$ cat src/rtl/alu_mul_sequencer_pkg.sv
// Shared types and constants for the shift-add multiply sequencer that borrows
// the datapath ALU.
package alu_mul_sequencer_pkg;

    typedef enum logic [1:0] {
        IDLE = 2'd0,
        RUN  = 2'd1,
        DONE = 2'd2
    } state_t;

    localparam logic [1:0] ALU_ADD = 2'b00;
    localparam logic [1:0] ALU_SUB = 2'b01;
    localparam logic [1:0] ALU_AND = 2'b10;
    localparam logic [1:0] ALU_OR  = 2'b11;

    localparam int FLAG_N = 3;
    localparam int FLAG_Z = 2;
    localparam int FLAG_C = 1;
    localparam int FLAG_V = 0;

endpackage

$ cat src/rtl/alu_mul_sequencer_if.sv
// Bus between the core, the shared ALU and the multiply sequencer.
// The slave side is the sequencer; the master side is the core/ALU environment.
interface alu_mul_sequencer_if #(
    parameter int WIDTH = 32
);
    logic             start;
    logic [WIDTH-1:0] Ra;
    logic [WIDTH-1:0] Rb;
    logic [WIDTH-1:0] CoreSrcA;
    logic [WIDTH-1:0] CoreSrcB;
    logic [1:0]       CoreALUControl;
    logic [WIDTH-1:0] SrcA;
    logic [WIDTH-1:0] SrcB;
    logic [1:0]       ALUControl;
    logic [WIDTH-1:0] ALUResult;
    logic [3:0]       ALUFlags;
    logic             busy;
    logic             done;
    logic [WIDTH-1:0] ProductHi;
    logic [WIDTH-1:0] ProductLo;

    modport slave (
        input  start, Ra, Rb, CoreSrcA, CoreSrcB, CoreALUControl, ALUResult, ALUFlags,
        output SrcA, SrcB, ALUControl, busy, done, ProductHi, ProductLo
    );

    modport master (
        output start, Ra, Rb, CoreSrcA, CoreSrcB, CoreALUControl, ALUResult, ALUFlags,
        input  SrcA, SrcB, ALUControl, busy, done, ProductHi, ProductLo
    );

endinterface

$ cat src/rtl/alu_mul_sequencer.sv
// Unsigned 32x32->64 shift-add multiplier that time-shares the external datapath
// ALU, stalling the core via busy for 32 cycles per operation.
//
// state | meaning
// IDLE  | ALU passed through to the core; waits for start
// RUN   | one add-and-shift step per cycle using the shared ALU
// DONE  | one-cycle done pulse; product registers already updated
module alu_mul_sequencer
    import alu_mul_sequencer_pkg::*;
#(
    parameter int WIDTH = 32
) (
    input  logic                 clk,
    input  logic                 reset,
    alu_mul_sequencer_if.slave   bus
);

    localparam int CNT_W = $clog2(WIDTH);
    localparam logic [CNT_W-1:0] LAST_STEP = CNT_W'(WIDTH - 1);

    state_t           state_q, state_d;
    logic [WIDTH-1:0] m_q, m_d;
    logic [WIDTH-1:0] hi_q, hi_d;
    logic [WIDTH-1:0] lo_q, lo_d;
    logic [CNT_W-1:0] cnt_q, cnt_d;
    logic [WIDTH-1:0] prod_hi_q, prod_hi_d;
    logic [WIDTH-1:0] prod_lo_q, prod_lo_d;

    always_ff @(posedge clk) begin
        if (reset) begin
            state_q   <= IDLE;
            m_q       <= '0;
            hi_q      <= '0;
            lo_q      <= '0;
            cnt_q     <= '0;
            prod_hi_q <= '0;
            prod_lo_q <= '0;
        end else begin
            state_q   <= state_d;
            m_q       <= m_d;
            hi_q      <= hi_d;
            lo_q      <= lo_d;
            cnt_q     <= cnt_d;
            prod_hi_q <= prod_hi_d;
            prod_lo_q <= prod_lo_d;
        end
    end

    always_comb begin
        state_d        = state_q;
        m_d            = m_q;
        hi_d           = hi_q;
        lo_d           = lo_q;
        cnt_d          = cnt_q;
        prod_hi_d      = prod_hi_q;
        prod_lo_d      = prod_lo_q;
        bus.SrcA       = bus.CoreSrcA;
        bus.SrcB       = bus.CoreSrcB;
        bus.ALUControl = bus.CoreALUControl;
        bus.busy       = 1'b0;
        bus.done       = 1'b0;

        case (state_q)
            IDLE: begin
                if (bus.start) begin
                    state_d = RUN;
                    m_d     = bus.Ra;
                    hi_d    = '0;
                    lo_d    = bus.Rb;
                    cnt_d   = '0;
                end
            end
            RUN: begin
                bus.busy       = 1'b1;
                bus.SrcA       = hi_q;
                bus.SrcB       = lo_q[0] ? m_q : '0;
                bus.ALUControl = ALU_ADD;
                // Carry out of the add becomes the new MSB of the shifted accumulator.
                {hi_d, lo_d}   = {bus.ALUFlags[FLAG_C], bus.ALUResult, lo_q[WIDTH-1:1]};
                cnt_d          = cnt_q + 1'b1;
                if (cnt_q == LAST_STEP) begin
                    state_d   = DONE;
                    prod_hi_d = hi_d;
                    prod_lo_d = lo_d;
                end
            end
            DONE: begin
                bus.done = 1'b1;
                state_d  = IDLE;
            end
            default: begin
                state_d = IDLE;
            end
        endcase
    end

    assign bus.ProductHi = prod_hi_q;
    assign bus.ProductLo = prod_lo_q;

endmodule

$ cat src/flat_wrapper.sv
// flat-port wrapper written by rule: the top's interface ports become plain ports
module alu_mul_sequencer_flat import alu_mul_sequencer_pkg::*;
#(
    parameter int WIDTH = 32
)
  (clk, reset, bus_start, bus_Ra, bus_Rb, bus_CoreSrcA, bus_CoreSrcB, bus_CoreALUControl, bus_ALUResult, bus_ALUFlags, bus_SrcA, bus_SrcB, bus_ALUControl, bus_busy, bus_done, bus_ProductHi, bus_ProductLo);
  alu_mul_sequencer_if #(.WIDTH(WIDTH)) bus_i ();
  input  logic clk;
  input  logic reset;
  input wire logic [$bits(bus_i.start)-1:0] bus_start;
  input wire logic [$bits(bus_i.Ra)-1:0] bus_Ra;
  input wire logic [$bits(bus_i.Rb)-1:0] bus_Rb;
  input wire logic [$bits(bus_i.CoreSrcA)-1:0] bus_CoreSrcA;
  input wire logic [$bits(bus_i.CoreSrcB)-1:0] bus_CoreSrcB;
  input wire logic [$bits(bus_i.CoreALUControl)-1:0] bus_CoreALUControl;
  input wire logic [$bits(bus_i.ALUResult)-1:0] bus_ALUResult;
  input wire logic [$bits(bus_i.ALUFlags)-1:0] bus_ALUFlags;
  output wire logic [$bits(bus_i.SrcA)-1:0] bus_SrcA;
  output wire logic [$bits(bus_i.SrcB)-1:0] bus_SrcB;
  output wire logic [$bits(bus_i.ALUControl)-1:0] bus_ALUControl;
  output wire logic [$bits(bus_i.busy)-1:0] bus_busy;
  output wire logic [$bits(bus_i.done)-1:0] bus_done;
  output wire logic [$bits(bus_i.ProductHi)-1:0] bus_ProductHi;
  output wire logic [$bits(bus_i.ProductLo)-1:0] bus_ProductLo;
  assign bus_i.start = bus_start;
  assign bus_i.Ra = bus_Ra;
  assign bus_i.Rb = bus_Rb;
  assign bus_i.CoreSrcA = bus_CoreSrcA;
  assign bus_i.CoreSrcB = bus_CoreSrcB;
  assign bus_i.CoreALUControl = bus_CoreALUControl;
  assign bus_i.ALUResult = bus_ALUResult;
  assign bus_i.ALUFlags = bus_ALUFlags;
  assign bus_SrcA = bus_i.SrcA;
  assign bus_SrcB = bus_i.SrcB;
  assign bus_ALUControl = bus_i.ALUControl;
  assign bus_busy = bus_i.busy;
  assign bus_done = bus_i.done;
  assign bus_ProductHi = bus_i.ProductHi;
  assign bus_ProductLo = bus_i.ProductLo;
  alu_mul_sequencer #(.WIDTH(WIDTH)) u_core (.clk(clk), .reset(reset), .bus(bus_i));
endmodule
$ cat config.mk
export PLATFORM = sky130hd
export DESIGN_NAME = alu_mul_sequencer_flat
export DESIGN_NICKNAME = d
export VERILOG_FILES = /design/src/rtl/alu_mul_sequencer_pkg.sv /design/src/rtl/alu_mul_sequencer_if.sv /design/src/rtl/alu_mul_sequencer.sv /design/src/flat_wrapper.sv
export SDC_FILE = /design/constraint.sdc
export NUM_CORES = 1
export LEC_CHECK = 0
export BUFFER_PORTS_ARGS = -buffer_cell sky130_fd_sc_hd__buf_2
export CAP_MARGIN = 40
export CELL_PAD_IN_SITES_DETAIL_PLACEMENT = 2
export CELL_PAD_IN_SITES_GLOBAL_PLACEMENT = 2
export CORE_ASPECT_RATIO = 1.4
export CORE_MARGIN = 8
export CORE_UTILIZATION = 27
export CTS_CLUSTER_DIAMETER = 200
export DETAILED_ROUTE_END_ITERATION = 8
export PLACE_DENSITY = 0.82
export SLEW_MARGIN = 30
export SYNTH_ARGS = -nofsm -noshare
export SYNTH_HDL_FRONTEND = slang
export SYNTH_SLANG_ARGS = --single-unit
$ cat constraint.sdc
create_clock -name clk -period 5 [get_ports clk]
set_input_delay 0.25 -clock clk [delete_from_list [all_inputs] [get_ports clk]]
set_output_delay 0.25 -clock clk [all_outputs]
set_load 0.02 [all_outputs]
# == Word level (Yosys, flattened, before mapping) ==
# Index checks and enable logic that the tools add are counted.
# Widths: inputs -> output; s select.
# totals
wordCells,34
out_inout_bits,132
inputBits,169
ff_bits,167
# op_classes
n_addsub,1
reduce_logical,6
mux,15
eq_ne,5
# op_table
cell,count
$mux 32,5
$pmux 32 s2,2
$pmux 5 s2,1
$reduce_and 2->1,4
$mux 2,3
$add 5x1->5 const B,1
$eq 5x5->1 const B,1
$mux 5,1
$pmux 2 s2,1
$eq 2x1->1 const B,1
$eq 2x2->1 const B,1
$logic_not 2->1,1
$mux 1,2
$ne 2x1->1 const B,1
$ne 2x2->1 const B,1
$reduce_bool 2->1,1

# == Longest topological paths before layout ==
# Gate-level depths: netlist of run 1.
# logic_depth
ltp_word,3
depth_mapped,7
ltp_nobuf,5

# == Least setup slack after synthesis of run 1 ==
# No wires, ideal clock.
# synth_timing
path_type,register to output
startpoint,register u_core.state_q[1]
endpoint,output bus_SrcA[22]
t_arrival_ps,1423
stages_incl_launch_ff,7
slack_ps,3327
required_time_ps,4750
n_path_buf,2
path_cell_list,dfxtp_1 nand2b_1 inv_2 buf_2 buf_1 nand2_1 nand2_1
# synth_between
elab_chain_len,2
# synth_lines
element,line,rtl
start: declaration,alu_mul_sequencer.sv:21,"state_t state_q, state_d;"
start signal: assignment,alu_mul_sequencer.sv:39,state_q <= state_d;
$eq 2x1->1,alu_mul_sequencer.sv:63,case (state_q)
$mux 32,alu_mul_sequencer.sv:63,
end: declaration,flat_wrapper.sv:18,output wire logic [$bits(bus_i.SrcA)-1:0] bus_SrcA;
# Every way passes these cells.

# == Worst setup path after layout of run 1 ==
# layout_timing
startpoint,register u_core.state_q[0]
endpoint,output bus_SrcB[5]
# layout_between
elab_chain_len,2
# layout_lines
element,line,rtl
$eq 2x1->1,alu_mul_sequencer.sv:63,
$mux 32,alu_mul_sequencer.sv:63,
end: declaration,flat_wrapper.sv:19,output wire logic [$bits(bus_i.SrcB)-1:0] bus_SrcB;
# Every way passes these cells.

==> flow_summary.ini, run 1 <==
[yosys]
yosys_warnings = 0
synth_largest_area_cell = dfxtp_1
synthDistinctLibCells = 28
netlist_area_sq_um = 6700
synth_nets = 1021
synth_top_cell_area_share_pct = 49.9
synth_seq_cells = 167
avgSynthCellArea_sq_um = 7.88
yosys-top-cells-area = dfxtp_1 (50%), nand2_1 (18%), a22o_1 (8.4%)
syn_inst = 850
ys_seq_area_share_pct = 49.9

[clocking]
cts_buffers = 17
cts_hold_buffers = 0
cts_tree = done
post_cts_resized = 0
clk_path_buf_depth = 2
clock_latency_ps = 430
htree_num_levels = 4
cts_root_buf = clkbuf_16
cts_setup_buffers = 0
clk_pin_slew_worst_paths_ps = 70
numClockSinks = 167

[floorplanning]
dieArea_sq_um = 30200
num_io_pins = 301
num_rows = 68
die_h_microns = 202
core_sq_um = 24500
start_util_pct = 27.3
die_w_microns = 149

[setup_path]
critPathSlowestCell = inv_4
cp_cell_sequence = nand2b_4, inv_4, buf_4, buf_12, nand3_1, nand2_1, buf_2
critical_path_buf_inv_count = 4
critical_path_required_ps = 4750
worst-setup-path-type = register to primary output
worstPathMaxFanout = 67
reg2reg_depth = 6
critPathLaunchType = register
crit_arrival_ps = 3290
crit_start = u_core.state_q[0]
max_stage_delay_ps = 600
r2r_start = u_core.state_q[0]
regToRegEndpoint = u_core.hi_q[4]
cp_top_family = buffers and inverters
worstSetupEndpointType = primary output
crit_end = bus_SrcB[5]
r2r_setup_slack_ps = 2310
cp_num_cells = 7

[timing]
worst_slew_pin_slew_ps = 806
max_slew_margin_pct = 46.3
skew_ps = 5.97
finalSetupViolations = 0
setup_tns_ps = 0
fin_crit_ps = 3540
finalCritPeriodShare_pct = 70.9
finalHoldViolations = 0
max_freq_mhz = 282
rsz0062_at_grt = false
maxSlewViolCount = 0
hold_ws_ps = 43.5

[placement]
gp_congestion = 0.716
port_buffers = 297
hpwl_microns = 19200
dp.cells = 1399

[drt]
drt_iter0_drc = 177
avgViaCountPerCell = 4.90
routedWlPerCell_microns = 18.9
drtAntennaViolNets = 0
drtPass1Iterations = 4
drc = 0
vias = 7025
drt-total-wl_microns = 27200

[cells_and_area]
final_cell_mix = nand2_1 (322), buf_2 (296), dfxtp_1 (167)
post-route-util_pct = 36.9
drive_gt1_share_pct = 31.2
stdcell_count = 1435
areaGrowthSynthToFinish_pct = 35.1
final_net_count = 1274
final_common_cell = nand2_1

[global_routing]
grt_max_degree = 72
grt_use_total_pct = 17.7
grt_pass1_vias = 7665
antenna_found_initial = 4
grt_first_pass_wirelength_microns = 42400
overflow = 0

[pwr]
pwr-share-seq_pct = 43.5
powerDensity_nw_per_um2 = 362
vdd_drop_max_uv = 231
p_sw_share_pct = 27.9
internal_power_mw = 2.36
leakage_nw = 4.33
pwr-share-clk_pct = 42.8
p_sw_mw = 0.913
p_comb_share_pct = 13.8

[flow_run]
drv_cap = 0

[hold_path]
hp-class = primary input to register

[run_status]
status = completed
Yosys cell counts (all sizes together):
library cell  count
ha                2
a311oi           32
nand3            68
o21ba             1
nand2           322
a211oi            1
nor2b             1
nor3              1
or3               1
a31oi             1
inv               1
clkbuf           32
and2              2
or3b              1
and3              1
buf              44
o211a             1
dfxtp           167
nor2             34
a22o             64
nand2b            2
a21oi            68
nor3b             2
o21a              1
through the flow:
step	power [mW]	area (sq um)	setup WS, ps
floorplan	1.71	6700	3330
global placement	1.89	8350	1720
detailed placement	1.91	8410	1820
CTS	3.32	9030	1330
global route	3.42	9040	1170
finish	3.27	9040	1460
worst reg2reg max path, stage by stage (launching register included):
cell      delay [ps]
dfxtp_1          450
nand2b_4         450
inv_4            610
buf_4            610
buf_12           300
nand2_1           90
a21oi_1          120
cells by family (layout without fill, tap and decap cells):
family                   Yosys count  count (layout)  synth area share [%]
AO/OA/AOI/OAI                    169             169                  18.3
adder cells (fa/ha/maj)            2               2                 0.374
buffers and inverters             77             343                  5.18
AND/OR/NAND/NOR                  435             435                  26.2
flip-flops                       167             167                  49.9
other                              0               4                     0
cell type report:
type,count,area [sq um]
flip-flops and latches,167,3340
well taps,315,394
clock buffers,20,457
diodes,4,10.0
clock inverters,12,164
inverters,1,6.26
multi-input cells,606,3030
repair buffers,310,1640
fillers,2917,15500
worst min-delay path by stage:
stage | start | end | slack, ps | cells after the start
floorplan | bus_ALUResult[11] | u_core.bus.ProductHi[10] | 380 | 1
global placement | u_core.m_q[2] | u_core.m_q[2] | 440 | 2
detailed placement | u_core.m_q[13] | u_core.m_q[13] | 450 | 2
CTS | bus_ALUResult[0] | u_core.bus.ProductLo[31] | 20 | 2
global route | bus_ALUResult[16] | u_core.bus.ProductHi[15] | 30 | 2
finish | bus_ALUResult[0] | u_core.bus.ProductLo[31] | 40 | 2
routing by layer:
metal | share of wire, % | global-route usage, % | vias up
met5 | 0 | 0 | -
met4 | 2.2 | 6.73 | 0
met3 | 4.7 | 4.12 | 33
met2 | 53 | 32.7 | 179
met1 | 40 | 19.0 | 3430
li1 | - | - | 3383
sequential cells by signal (all words and copies together) (netlist names):
name and count:
u_core.lo_q 32, u_core.bus.ProductHi 32, u_core.cnt_q 5, u_core.bus.ProductLo 32, u_core.hi_q 32, u_core.state_q 2, u_core.m_q 32
power by group through the flow:
stage / clock, mW / combinational [mW] / sequential [mW]
final: 1.40 / 0.451 / 1.42
after floorplan: 0 / 0.273 / 1.44
after global routing: 1.49 / 0.501 / 1.43
after CTS: 1.43 / 0.462 / 1.42
after detailed placement: 0 / 0.460 / 1.45
after global placement: 0 / 0.440 / 1.45
(Power assumes the default switching activity.)
==> run 2: changes to the inputs <==
--- a/config.mk
+++ b/config.mk
@@ -5,16 +5,17 @@
 export SDC_FILE = /design/constraint.sdc
 export NUM_CORES = 1
 export LEC_CHECK = 0
+export ABC_AREA = 1
 export BUFFER_PORTS_ARGS = -buffer_cell sky130_fd_sc_hd__buf_2
 export CAP_MARGIN = 40
 export CELL_PAD_IN_SITES_DETAIL_PLACEMENT = 2
 export CELL_PAD_IN_SITES_GLOBAL_PLACEMENT = 2
 export CORE_ASPECT_RATIO = 1.4
 export CORE_MARGIN = 8
-export CORE_UTILIZATION = 27
+export CORE_UTILIZATION = 24
 export CTS_CLUSTER_DIAMETER = 200
 export DETAILED_ROUTE_END_ITERATION = 8
-export PLACE_DENSITY = 0.82
+export PLACE_DENSITY = 0.76
 export SLEW_MARGIN = 30
 export SYNTH_ARGS = -nofsm -noshare
 export SYNTH_HDL_FRONTEND = slang
==> constraint.sdc (replaced) <==
create_clock -name clk -period 3.7 [get_ports clk]
set_input_delay 0.185 -clock clk [delete_from_list [all_inputs] [get_ports clk]]
set_output_delay 0.185 -clock clk [all_outputs]
set_load 0.02 [all_outputs]
==> run 2 against run 1 <==
  * Clock skew is 4.3 ps higher
  * Sequential share of layout area fell by 3.1 points
  * First-iteration DRC count rose by 31%
  * Critical endpoint is now bus_SrcA[0]
  * Cell count increased by 22%
  * Flip-flop and latch count stayed put
  * Highest routed layer unchanged
  * Utilization decreased by 2.9 points
  * Wire length grew 11%
  * Synthesized area rose by 5.7%
==> flow_summary.ini, run 2 <==
[clocking]
htree_num_levels = 4
cts_tree = done
clock_latency_ps = 440
post_cts_resized = 0
clk_path_buf_depth = 2
cts_buffers = 17
cts_hold_buffers = 48
clk_pin_slew_worst_paths_ps = 60
cts_setup_buffers = 0
numClockSinks = 167
cts_root_buf = clkbuf_16

[setup_path]
r2r_setup_slack_ps = 1300
worstPathMaxFanout = 71
reg2reg_depth = 8
crit_arrival_ps = 2250
r2r_start = u_core.cnt_q[0]
critPathLaunchType = register
regToRegEndpoint = u_core.bus.ProductHi[13]
critPathSlowestCell = buf_4
cp_common_cell = nand2_1
worstSetupEndpointType = primary output
worst-setup-path-type = register to primary output
crit_end = bus_SrcA[0]
cp_cell_sequence = inv_1, nand2_4, inv_4, buf_4, nand2_1, nand2_1, buf_2
crit_start = u_core.state_q[1]
max_stage_delay_ps = 590
critical_path_required_ps = 3510

[pwr]
powerDensity_nw_per_um2 = 438
pwr-share-seq_pct = 44.3
p_sw_mw = 1.25
vdd_drop_max_uv = 299
p_sw_share_pct = 28.9
internal_power_mw = 3.07
pwr-share-clk_pct = 39.4
p_comb_share_pct = 16.3
leakage_nw = 4.84

[global_routing]
gr-usage-met1_pct = 17.0
busiest_layer = met2
grt_use_total_pct = 16.7
antenna_found_initial = 0
grt_use_met2_pct = 32.2
gr-usage-met3_pct = 3.49
overflow = 0
grt_pass1_vias = 8753
grt_first_pass_wirelength_microns = 46800
grt_max_degree = 97

[cells_and_area]
final_net_count = 1528
areaGrowthSynthToFinish_pct = 39.6
finish.instance_area_sq_um = 9880
final_common_cell = nand2_1
drive_gt1_share_pct = 25.5
final_cell_mix = nand2_1 (391), buf_2 (297), dfxtp_1 (167)
antenna_cells = 0

[yosys]
avgSynthCellArea_sq_um = 6.71
synth_top_cell_area_share_pct = 47.3
synth_largest_area_cell = dfxtp_1
synth_seq_cells = 167
yosys-top-cells-area = dfxtp_1 (47%), nand2_1 (21%), o21ai_0 (9.2%)
synthDistinctLibCells = 19
yosys_warnings = 0
synth_nets = 1225
ys_seq_area_share_pct = 47.3
synth_ff_type = dfxtp_1
syn_inst = 1054
synth_common_cells = nand2_1 (391), dfxtp_1 (167), nor2_1 (134), o21ai_0 (130), nand3_1 (67)
netlist_area_sq_um = 7080
synth_most_common_cell = nand2_1
synthArstFlopShare_pct = 0
synth_edf_count = 0

[timing]
finalCritPeriodShare_pct = 65.9
finalSetupViolations = 0
rsz0062_at_grt = false
worst_slew_pin_slew_ps = 774
maxSlewViolCount = 0
max_slew_margin_pct = 48.4
setup_tns_ps = 0
skew_ps = 10.3
setup_ws_ps = 1260
fin_crit_ps = 2440
hold_ws_ps = 20.4
finalHoldViolations = 0
max_freq_mhz = 410

[placement]
gp_congestion = 0.734
port_buffers = 297
hpwl_microns = 20700
dp_slack_ps = 846
place_area_sq_um = 8800

[flow_run]
drv_cap = 0

[drt]
drtAntennaViolNets = 0
drt_iter0_drc = 231
avgViaCountPerCell = 4.59
drtPass1Iterations = 4
drt-total-wl_microns = 30200
routedWlPerCell_microns = 17.3
drc = 0
vias = 8033

[floorplanning]
die_h_microns = 219
die_w_microns = 161
start_util_pct = 24.3
dieArea_sq_um = 35300
num_io_pins = 301
core_sq_um = 29100
num_rows = 74

[run_status]
status = completed

[hold_path]
hp-class = primary input to register
## run 2: cell type report
| type | instances | area, sq um |
|---|---|---|
| Fill cell | 3541 | 19200 |
| Sequential cell | 167 | 3340 |
| Multi-Input combinational cell | 768 | 3230 |
| Timing Repair Buffer | 359 | 2110 |
| Tap cell | 380 | 475 |
| Clock buffer | 19 | 443 |
| Inverter | 44 | 170 |
| Clock inverter | 12 | 106 |
## run 2: cell families (layout without fill, tap and decap cells)
kind of cell	count (synthesis)	after routing	share of synthesized area, %
AND/OR/NAND/NOR	597	597	33.1
AO/OA/AOI/OAI	169	169	12.0
flip-flops	167	167	47.3
buffers and inverters	119	434	7.34
adder cells (fa/ha/maj)	2	2	0.354
## run 2: how the worst min path moves through the flow
stage / startpoint / end / slack (ps) / cells past startpoint
global placement: bus_ALUResult[4] / u_core.bus.ProductHi[3] / 390 / 3
global route: bus_Ra[5] / u_core.m_q[5] / 6 / 3
detailed placement: bus_ALUResult[21] / u_core.bus.ProductHi[20] / 400 / 3
CTS: bus_Ra[31] / u_core.m_q[31] / 0.5 / 3
floorplan: bus_ALUResult[1] / u_core.bus.ProductHi[0] / 290 / 2
finish: bus_Ra[11] / u_core.m_q[11] / 20 / 3
## run 2: metal layers
| metal | share of wire, % | vias up |
|---|---|---|
| li1 | - | 3912 |
| met1 | 38 | 3876 |
| met2 | 55 | 191 |
| met3 | 3.7 | 54 |
| met4 | 3.1 | 0 |
| met5 | 0 | - |
## run 2: metrics by stage
stage	power (mW)	util (%)	cells
floorplan	2.35	-	1054
CTS	4.39	33.8	1746
detailed placement	2.62	30.3	1667
global route	4.54	34.0	1749
finish	4.32	34.0	1749
global placement	2.59	30.3	1667
## run 2: worst max-delay path: cells and delay by family, from the launching register on
family                 cells  cell delay [ps]
buffers and inverters      4             1010
flip-flops                 1              300
AND/OR/NAND/NOR            3              490
## run 2: power by group through the flow
stage	registers [mW]	clock network, mW	logic (mW)
after floorplan	1.94	0	0.411
after global placement	1.95	0	0.639
after detailed placement	1.96	0	0.660
after CTS	1.92	1.76	0.709
after global routing	1.92	1.82	0.793
final	1.91	1.70	0.706
